**src/rtl/ycbcr422_to_444.sv**
```systemverilog
// 4:2:2 to 4:4:4 chroma upsampler: each horizontal pixel pair shares one Cb and one Cr
// (co-sited replication), fixed 2-cycle latency with valid/hs/vs kept aligned.
module ycbcr422_to_444 #(
    parameter int                DATA_W      = 8,
    parameter bit                CB_FIRST    = 1'b1,
    parameter logic [DATA_W-1:0] CHROMA_FILL = 8'd128
) (
    input  logic              clk,
    input  logic              reset_p,
    input  logic              in_valid,
    input  logic              in_hs,
    input  logic              in_vs,
    input  logic [DATA_W-1:0] in_y,
    input  logic [DATA_W-1:0] in_c,
    output logic [DATA_W-1:0] y_8b_o,
    output logic [DATA_W-1:0] cb_8b_o,
    output logic [DATA_W-1:0] cr_8b_o,
    output logic              ycbcr_valid,
    output logic              ycbcr_hs,
    output logic              ycbcr_vs
);

    function automatic logic [DATA_W-1:0] route_cb(input logic [DATA_W-1:0] first_c,
                                                   input logic [DATA_W-1:0] second_c);
        return CB_FIRST ? first_c : second_c;
    endfunction

    function automatic logic [DATA_W-1:0] route_cr(input logic [DATA_W-1:0] first_c,
                                                   input logic [DATA_W-1:0] second_c);
        return CB_FIRST ? second_c : first_c;
    endfunction

    logic              ph;
    logic [DATA_W-1:0] y_p1;
    logic [DATA_W-1:0] c_p1;
    logic              ph_p1;
    logic              vld_p1;
    logic              hs_p1;
    logic              vs_p1;
    logic [DATA_W-1:0] hold_c_p2;

    logic [DATA_W-1:0] first_c;
    logic [DATA_W-1:0] second_c;
    logic [DATA_W-1:0] y_nxt;
    logic [DATA_W-1:0] cb_nxt;
    logic [DATA_W-1:0] cr_nxt;
    logic              vld_nxt;

    // Stage 1: phase tracking and input capture
    always_ff @(posedge clk or posedge reset_p) begin
        if (reset_p) begin
            ph     <= 1'b0;
            y_p1   <= '0;
            c_p1   <= '0;
            ph_p1  <= 1'b0;
            vld_p1 <= 1'b0;
            hs_p1  <= 1'b0;
            vs_p1  <= 1'b0;
        end else begin
            ph     <= in_valid ? ~ph : 1'b0;
            y_p1   <= in_y;
            c_p1   <= in_c;
            ph_p1  <= ph;
            vld_p1 <= in_valid;
            hs_p1  <= in_hs;
            vs_p1  <= in_vs;
        end
    end

    // A first sample borrows its partner straight from the input; a lone one gets the fill value.
    always_comb begin
        first_c  = '0;
        second_c = '0;
        y_nxt    = '0;
        vld_nxt  = 1'b0;
        if (vld_p1) begin
            y_nxt   = y_p1;
            vld_nxt = 1'b1;
            if (!ph_p1) begin
                first_c  = c_p1;
                second_c = in_valid ? in_c : CHROMA_FILL;
            end else begin
                first_c  = hold_c_p2;
                second_c = c_p1;
            end
        end
        cb_nxt = vld_p1 ? route_cb(first_c, second_c) : '0;
        cr_nxt = vld_p1 ? route_cr(first_c, second_c) : '0;
    end

    // Stage 2: output registers and pair chroma hold
    always_ff @(posedge clk or posedge reset_p) begin
        if (reset_p) begin
            y_8b_o      <= '0;
            cb_8b_o     <= '0;
            cr_8b_o     <= '0;
            ycbcr_valid <= 1'b0;
            ycbcr_hs    <= 1'b0;
            ycbcr_vs    <= 1'b0;
            hold_c_p2   <= '0;
        end else begin
            y_8b_o      <= y_nxt;
            cb_8b_o     <= cb_nxt;
            cr_8b_o     <= cr_nxt;
            ycbcr_valid <= vld_nxt;
            ycbcr_hs    <= hs_p1;
            ycbcr_vs    <= vs_p1;
            if (vld_p1 && !ph_p1) begin
                hold_c_p2 <= c_p1;
            end
        end
    end

endmodule

```
**config.mk**
```make
export PLATFORM = sky130hd
export DESIGN_NAME = ycbcr422_to_444
export DESIGN_NICKNAME = d
export VERILOG_FILES = /design/src/rtl/ycbcr422_to_444.sv
export SDC_FILE = /design/constraint.sdc
export NUM_CORES = 1
export LEC_CHECK = 0
export CAP_MARGIN = 20
export CORE_MARGIN = 2
export CORE_UTILIZATION = 51
export DETAILED_ROUTE_END_ITERATION = 8
export PLACE_DENSITY_LB_ADDON = 0.05
export SLEW_MARGIN = 40
export SYNTH_ARGS = -nofsm -noshare
export SYNTH_HDL_FRONTEND = slang
export SYNTH_SLANG_ARGS = --single-unit
export TNS_END_PERCENT = 50
```
**constraint.sdc**
```tcl
create_clock -name clk -period 4.6 [get_ports clk]
set_input_delay 0.46 -clock clk [delete_from_list [all_inputs] [get_ports clk]]
set_output_delay 0.46 -clock clk [all_outputs]
set_load 0.005 [all_outputs]
```
# [Word-level counts from Yosys, hierarchy flattened]
# Index checks and enable logic that the tools add are counted.
[op_classes] reduce_logical=2 mux=8 n_bitwise=1
[op_table] cell="$mux 8" count=6
[op_table] cell="$mux 1" count=2
[op_table] cell="$logic_and 1x1->1" count=1
[op_table] cell="$logic_not 1->1" count=1
[op_table] cell="$not 1->1" count=1
[word_totals] output_inout_bits=27 reg_bits=56

# [Longest topological paths before layout]
# Gate-level depths: netlist of the first run.
[logic_depth] ltp_word=3 ltp_mapped=4 mapped_depth_nobuf=2

# [Worst setup path after synthesis of the first run]
# No wires, ideal clock.
[synth_path] path_type="in2reg" from="input port in_valid" to="register cr_8b_o[0]" path_slack_ns=3.506 n_path_buf=1 cell_stages=3 arrival_ns=0.972 t_required_ns=4.478 cell_sequence="and2_1 > clkbuf_2 > a32o_1"
[synth_via] elab_chain_len=3
[synth_lines] item="start, declared" line_no="10" source="input logic in_valid,"
[synth_lines] item="$mux 8" line_no="81" source="second_c = in_valid ? in_c : CHROMA_FILL;"
[synth_lines] item="$mux 8" line_no="79" source="if (!ph_p1) begin"
[synth_lines] item="$mux 8" line_no="88" source="cr_nxt = vld_p1 ? route_cr(first_c, second_c) : '0;"
[synth_lines] item="net cr_nxt[0]" line_no="46" source="logic [DATA_W-1:0] cr_nxt;"
[synth_lines] item="end signal, assigned" line_no="104" source="cr_8b_o <= cr_nxt;"
[synth_lines] item="end, declared" line_no="17" source="output logic [DATA_W-1:0] cr_8b_o,"
# The timed path passes the listed nets, and every way through them passes these cells.
# A chain may end at the register's enable or synchronous reset.

# [Worst setup path in the final report of the first run]
[layout_path] from="register cr_8b_o[3]" to="output port cr_8b_o[3]"
# No word-level cell between the ends.

==> results.json, run 1 <==
{
  "status": "finished clean",
  "worstSetupPathType": "reg2out",
  "path_delay_family": "buffers and inverters",
  "ios": 48,
  "gp_congestion": 0.7196,
  "cp.required_ps": 4140,
  "grt_pass1_wl_mm": 4.850,
  "drt-initial-drc-count": 79,
  "crit_path_top_delay_cell": "clkdlybuf4s50_1",
  "path_cells": "clkdlybuf4s50_1",
  "synth.avg_cell_area_um2": 17.02,
  "worst_pin_slew_ps": 631.1,
  "fmax_mhz": 626.5,
  "yosys_register_bits": 56,
  "wl_per_cell_um": 13.63,
  "syn2layout_area_growth_pct": 29.60,
  "antenna_cells": 0,
  "finalSetupViolations": 0,
  "power_density_mw_per_mm2": 363.9,
  "layout_setup_ws_ps": 3004,
  "cap_violations": 0,
  "hp-class": "reg2reg",
  "critPathMaxFanout": 1,
  "synth_flop_cell": "dfrtp_1",
  "layout-drive-gt1-share_pct": 11.32,
  "htree_levels": 2,
  "synth_edf_count": 0,
  "synth_top_cell_area_share_pct": 74.17,
  "clock_path_buffers": 2,
  "timing.setup.tns_ps": 0,
  "ctsResizeCount": 0,
  "die_w_um": 64.87,
  "crit_path_end_kind": "output port",
  "synth_area_leader_cell": "dfrtp_1",
  "hold_buffers": 0,
  "async_reset_ff_share_pct": 100.0,
  "coreArea_mm2": 0.003606,
  "synth_nets": 132,
  "die_height_um": 64.87,
  "yosysSeqAreaShare_pct": 74.17,
  "cp.arrival_ps": 1140,
  "relSlewSlack_pct": 57.92,
  "ys_warn_count": 0,
  "placed_cell_area_mm2": 0.002371,
  "peakVddDrop_mv": 0.2753,
  "synthesis.area_mm2": 0.001889,
  "antenna_found_initial": 0,
  "min_period_over_period_pct": 34.70,
  "grt_max_degree": 57,
  "grt_overflow": 0,
  "postRouteAntennaNets": 0,
  "fin_nets": 180,
  "slew_viol_final": 0,
  "cpPeakStageDelay_ps": 500,
  "clk_latency_ps": 300,
  "crit_buf_inv": 1,
  "cellLeakagePower_uw": 0.001105,
  "final-hold-violation-count": 0,
  "fin_worst_skew_ps": 9.363,
  "rows": 22,
  "dr_total_vias": 1010,
  "drcViolationCount": 0,
  "clockRootBuffer": "clkbuf_8",
  "rsz0062_at_grt": "false",
  "cts_setup_buffers": 0,
  "yosysMostFrequentCell": "dfrtp_1",
  "synth.area.top_cells": "dfrtp_1 74%, mux2_4 6.4%, mux2i_1 4.2%",
  "cts_buffers": 5,
  "detail_route.vias_per_cell": 4.879,
  "port-buffer-count": 47,
  "grt_pass1_vias": 1051,
  "stdcell_area_mm2": 0.002449,
  "synth.top_cells.by_count": "56 x dfrtp_1, 9 x and2_1, 8 x mux2_4, 8 x mux2i_1, 8 x nor2b_1",
  "synth_cells": 111,
  "wl_mm": 2.822,
  "dp_hpwl_mm": 1.986,
  "cts_tree": "yes",
  "path_clk_slew_ps": 80,
  "synth_cell_types": 19,
  "cp-start-kind": "register",
  "clkSinkCount": 56,
  "drtPass1Iterations": 4,
  "dp_slack_ps": 3023,
  "min_period_ps": 1596,
  "dieArea_mm2": 0.004207,
  "initial_utilization_pct": 52.39,
  "track_usage_pct": 15.52
}
==> layout make-up <==
| type | count | area [um2] |
|---|---|---|
| Tap cell | 48 | 60.06 |
| Inverter | 3 | 13.76 |
| Clock buffer | 6 | 72.57 |
| Fill cell | 273 | 1157 |
| Clock inverter | 1 | 5.005 |
| Sequential cell | 56 | 1401 |
| Multi-Input combinational cell | 46 | 425.4 |
| Timing Repair Buffer | 47 | 470.5 |
==> final timing paths <==
check,from,to,cells after the start,slack (ps)
worst max register to register,ph_p1$_DFF_PP0_,hold_c_p2[5]$_DFFE_PP0P_,2,3050
worst min register to register,vs_p1$_DFF_PP0_,ycbcr_vs$_DFF_PP0_,0,360
min in group asynchronous,reset_p,vs_p1$_DFF_PP0_,2,600
max in group asynchronous,reset_p,c_p1[4]$_DFF_PP0_,2,3580
worst min-delay path,vs_p1$_DFF_PP0_,ycbcr_vs$_DFF_PP0_,0,360
worst max-delay path,cr_8b_o[3]$_DFF_PP0_,cr_8b_o[3],1,3000
==> report_power, final <==
part	switching [uW]	internal [uW]
Clock	137	104
Sequential	19.9	527
Combinational	34.0	69.8
Total	191	700
==> through the flow <==
step / util (%) / power (uW) / hold slack [ps] / cells
after floorplan: - / 605.3 / 331.2 / 111
after global placement: 65.68 / 658.0 / 336.8 / 200
after detailed placement: 65.75 / 662.9 / 341.3 / 200
after CTS: 67.90 / 901.6 / 361.6 / 207
after global routing: 67.90 / 938.1 / 376.4 / 207
final: 67.90 / 891.1 / 358.2 / 207
==> layout by cell type, fill, tap and decap left out, drive strengths merged <==
cell type and instances:
a31o 1, a32o 6, and2 10, and3 1, clkbuf 6, clkdlybuf4s50 47, clkinv 1, dfrtp 56
inv 3, mux2 8, mux2i 8, nand2b 1, nor2 1, nor2b 8, o311a 1, or2b 1
==> metal layers <==
layer,vias to the layer above,routed length (um),track usage (%)
met3,7,147,3.993
met2,30,1538,26.55
met5,-,0,0
li1,463,-,-
met4,0,55,7.447
met1,510,1081,18.19
==> flip-flops by register name (all words and copies together), names as in the netlist <==
signal,count
c_p1,8
cb_8b_o,8
cr_8b_o,8
hold_c_p2,8
hs_p1,1
ph,1
ph_p1,1
vld_p1,1
vs_p1,1
y_8b_o,8
y_p1,8
ycbcr_hs,1
ycbcr_valid,1
ycbcr_vs,1
==> logic make-up (layout without fill, tap and decap cells) <==
logic type      count (synthesis)  after routing  synth area share, %
mux                            16             16                10.60
buf+inv                         9             57                3.311
simple gates                   22             22                7.748
flops                          56             56                74.17
compound gates                  8              8                4.172
Note: power is estimated with default switching activity, not from simulation.
==> run 2, diff against run 1 <==
CORE_UTILIZATION = 47   (was 51)
clock period = 1.5 ns   (was 4.6 ns; I/O delays follow)
==> results.json, run 2 (same netlist as run 1, synthesis figures left out) <==
{
  "cap_violations": 0,
  "regToRegSetupSlack_ps": 280,
  "grt_pass1_vias": 1065,
  "worstSetupPathType": "reg2out",
  "drt-initial-drc-count": 45,
  "cp.arrival_ps": 1140,
  "coreArea_mm2": 0.003943,
  "worst_pin_slew_ps": 374.9,
  "rows": 23,
  "antenna_cells": 0,
  "rr_startpoint": "vld_p1$_DFF_PP0_",
  "power_uw": 2812,
  "gp_congestion": 0.7298,
  "min_period_ps": 1294,
  "initial_utilization_pct": 47.92,
  "ios": 48,
  "cts_tree": "yes",
  "port-buffer-count": 47,
  "antenna_found_initial": 0,
  "ctsResizeCount": 0,
  "cp-start-kind": "register",
  "fmax_mhz": 772.6,
  "clockRootBuffer": "clkbuf_8",
  "postRouteAntennaNets": 0,
  "multi_input_area_um2": 425.4,
  "cp.required_ps": 1350,
  "fin_worst_skew_ps": 5.712,
  "grt_overflow": 0,
  "hold_buffers": 0,
  "reg2reg_depth": 2,
  "dieArea_mm2": 0.004543,
  "dr_total_vias": 1011,
  "wl_mm": 2.994,
  "fillCellCount": 285,
  "placed_cell_area_mm2": 0.002410,
  "min_period_over_period_pct": 86.28,
  "track_usage_pct": 15.73,
  "power_density_mw_per_mm2": 1125,
  "rr_endpoint": "cr_8b_o[2]$_DFF_PP0_",
  "dp_hpwl_mm": 2.020,
  "cellLeakagePower_uw": 0.001124,
  "critPathMaxFanout": 1,
  "path_clk_slew_ps": 90,
  "syn2layout_area_growth_pct": 32.32,
  "grt_max_degree": 57,
  "mostFrequentLayoutCells": "56 x dfrtp_1, 47 x clkdlybuf4s50_1, 9 x and2_1",
  "finalSetupViolations": 0,
  "clk_latency_ps": 300,
  "crit_buf_inv": 1,
  "wl_per_cell_um": 14.06,
  "hp-class": "in2async",
  "cts_setup_buffers": 0,
  "crit_path_top_delay_cell": "clkdlybuf4s50_1",
  "timing.setup.tns_ps": 0,
  "layout-drive-gt1-share_pct": 12.88,
  "cts_buffers": 5,
  "fin_nets": 183,
  "htree_levels": 2,
  "final_common_cell": "dfrtp_1",
  "regArea_mm2": 0.001401,
  "stdcell_area_mm2": 0.002500,
  "rsz0062_at_grt": "false",
  "clock_path_buffers": 2,
  "status": "finished clean",
  "drcViolationCount": 0,
  "detail_route.vias_per_cell": 4.746,
  "cpPeakStageDelay_ps": 500,
  "final-hold-violation-count": 0,
  "clkSinkCount": 56,
  "grt_pass1_wl_mm": 4.940,
  "path_delay_family": "buffers and inverters",
  "die_height_um": 67.40,
  "slew_viol_final": 0,
  "relSlewSlack_pct": 75.01,
  "die_w_um": 67.40,
  "path_cells": "clkdlybuf4s50_1",
  "drtPass1Iterations": 4,
  "crit_path_end_kind": "output port",
  "peakVddDrop_mv": 0.6813
}
==> run 2: cell count changes in the layout (fill, tap and decap cells not counted), sizes merged <==
cell and delta:
inv -1, buf +3, clkbuf +2, clkinvlp +1, clkinv -1
==> run 2: routing by layer <==
metal  part of all wire [%]  track usage [%]  wire length (um)  vias to the layer above
met2                     46            24.88              1389                       38
met1                     44            18.87              1307                      497
li1                       -                -                 -                      469
met5                      0                0                 0                        -
met3                    7.2            4.667               216                        7
met4                    2.7            9.949                80                        0
==> run 2: final cells by class <==
class	instances	area share [%]
clock buffers	8	3.604
multi-input cells	46	17.02
flip-flops and latches	56	56.06
well taps	50	2.503
repair buffers	50	20.22
inverters	3	0.6006
==> run 2: worst max-delay path by stage <==
stage | cells past startpoint | start | slack (ps) | end
2_1_floorplan | 4 | vld_p1$_DFF_PP0_ | 410 | cr_8b_o[0]$_DFF_PP0_
3_3_place_gp | 3 | in_valid | 260 | cr_8b_o[0]$_DFF_PP0_
3_5_place_dp | 3 | in_valid | 210 | cr_8b_o[4]$_DFF_PP0_
4_1_cts | 1 | cr_8b_o[3]$_DFF_PP0_ | 190 | cr_8b_o[3]
5_1_grt | 1 | y_8b_o[2]$_DFF_PP0_ | 160 | y_8b_o[2]
6_report | 1 | cr_8b_o[3]$_DFF_PP0_ | 210 | cr_8b_o[3]
==> run 2: where the power goes <==
part | total (uW) | switching, uW | internal [uW] | leakage (uW)
Sequential | 1670 | 50.4 | 1620 | 0.000687
Combinational | 339 | 116 | 223 | 0.000392
Clock | 808 | 431 | 377 | 0.0000455
==> run 2: tightest hold or removal path, stage by stage <==
cell and delay (ps):
clkdlybuf4s50_1 440, clkinvlp_4 100, buf_12 260
==> run 2: metrics by stage <==
step                util, %  hold WS (ps)  cells  setup slack [ps]
floorplan                 -         181.4    111             408.6
global placement      61.12         338.0    205             259.5
detailed placement    61.12         344.9    205             210.9
CTS                   63.41         271.0    213             192.4
global route          63.41         267.1    213             155.4
finish                63.41         258.3    213             205.7
==> run 3, diff against run 2 <==
CORE_UTILIZATION = 40   (was 47)
==> results.json, run 3 (same netlist as run 1, synthesis figures left out) <==
{
  "status": "finished clean",
  "mostFrequentLayoutCells": "56 x dfrtp_1, 47 x clkdlybuf4s50_1, 9 x and2_1",
  "ios": 48,
  "min_period_ps": 1299,
  "antenna_cells": 0,
  "path_delay_family": "buffers and inverters",
  "dr_total_vias": 1052,
  "hp-class": "in2async",
  "grt_max_degree": 24,
  "dp_hpwl_mm": 2.297,
  "peakVddDrop_mv": 0.6193,
  "crit_path_top_delay_cell": "clkdlybuf4s50_1",
  "layout-drive-gt1-share_pct": 15.15,
  "wl_per_cell_um": 14.54,
  "cp-start-kind": "register",
  "multi_input_area_um2": 425.4,
  "worstSetupPathType": "reg2out",
  "cellLeakagePower_uw": 0.001148,
  "drcViolationCount": 0,
  "timing.setup.tns_ps": 0,
  "grt_pass1_vias": 1100,
  "final-hold-violation-count": 0,
  "cpPeakStageDelay_ps": 500,
  "port-buffer-count": 47,
  "cap_violations": 0,
  "clk_latency_ps": 300,
  "relSlewSlack_pct": 72.99,
  "die_height_um": 72.73,
  "fin_nets": 185,
  "hold_buffers": 0,
  "grt_overflow": 0,
  "dieArea_mm2": 0.005289,
  "stdcell_area_mm2": 0.002547,
  "clock_path_buffers": 2,
  "power_density_mw_per_mm2": 1116,
  "rsz0062_at_grt": "false",
  "drt-initial-drc-count": 64,
  "hold_slack_ps": 190.8,
  "initial_utilization_pct": 40.81,
  "finalSetupViolations": 0,
  "cp.arrival_ps": 1150,
  "rows": 25,
  "worst_pin_slew_ps": 404.2,
  "syn2layout_area_growth_pct": 34.83,
  "postRouteAntennaNets": 0,
  "fin_worst_skew_ps": 6.844,
  "htree_levels": 2,
  "crit_buf_inv": 1,
  "cp.required_ps": 1350,
  "gp_congestion": 0.7703,
  "cts_buffers": 5,
  "cts_setup_buffers": 0,
  "path_cells": "clkdlybuf4s50_1",
  "wl_mm": 3.185,
  "clockRootBuffer": "clkbuf_8",
  "crit_path_end_kind": "output port",
  "detail_route.vias_per_cell": 4.804,
  "path_clk_slew_ps": 90,
  "ctsResizeCount": 0,
  "antenna_found_initial": 0,
  "fillCellCount": 397,
  "final_common_cell": "dfrtp_1",
  "critPathMaxFanout": 1,
  "regArea_mm2": 0.001401,
  "slew_viol_final": 0,
  "clkSinkCount": 56,
  "drtPass1Iterations": 2,
  "grt_pass1_wl_mm": 5.354,
  "coreArea_mm2": 0.004629,
  "track_usage_pct": 13.78,
  "fmax_mhz": 769.7,
  "placed_cell_area_mm2": 0.002455,
  "cts_tree": "yes",
  "min_period_over_period_pct": 86.61,
  "die_w_um": 72.73
}
run 3: cell types whose count changed in the layout (fill, tap and decap cells not counted), sizes merged:
cell	delta
buf	+2
clkbuf	-2
clkinv	+2
run 3: metrics by stage:
step	total power, uW	cells	setup slack [ps]	util, %
floorplan	1857	111	408.6	-
global placement	2048	211	263.0	53.03
detailed placement	2061	211	237.3	53.03
CTS	2888	219	187.8	55.03
global route	2986	219	150.5	55.03
finish	2844	219	200.8	55.03
run 3: power by group:
part	internal, uW	total (uW)	switching [uW]
combinational	234	357	123
sequential	1620	1660	49.0
clock	369	822	453
run 3: worst paths after layout:
check | slack, ps | cells after the start | to | from
setup / recovery | 200 | 1 | cr_8b_o[0] | cr_8b_o[0]$_DFF_PP0_
max in group asynchronous | 890 | 3 | cr_8b_o[2]$_DFF_PP0_ | reset_p
hold reg to reg | 370 | 0 | ycbcr_hs$_DFF_PP0_ | hs_p1$_DFF_PP0_
min in group clk | 280 | 1 | y_p1[3]$_DFF_PP0_ | in_y[3]
hold / removal | 190 | 2 | vld_p1$_DFF_PP0_ | reset_p
setup reg to reg | 320 | 2 | hold_c_p2[5]$_DFFE_PP0P_ | ph_p1$_DFF_PP0_
run 3: routing by layer:
layer	share of wire, %	global-route usage [%]	up-vias	wire length, um
met5	0	0	-	0
met4	1.1	3.704	0	36
met3	5.4	5.663	5	171
met2	49	20.81	31	1576
met1	44	18.55	540	1400
li1	-	-	476	-
run 3: final cells by class:
type / instances / area share (%)
Sequential cell: 56 / 55.01
Inverter: 3 / 0.5894
Clock inverter: 2 / 0.3929
Timing Repair Buffer: 52 / 21.41
Tap cell: 54 / 2.652
Clock buffer: 6 / 3.242
Multi-Input combinational cell: 46 / 16.70
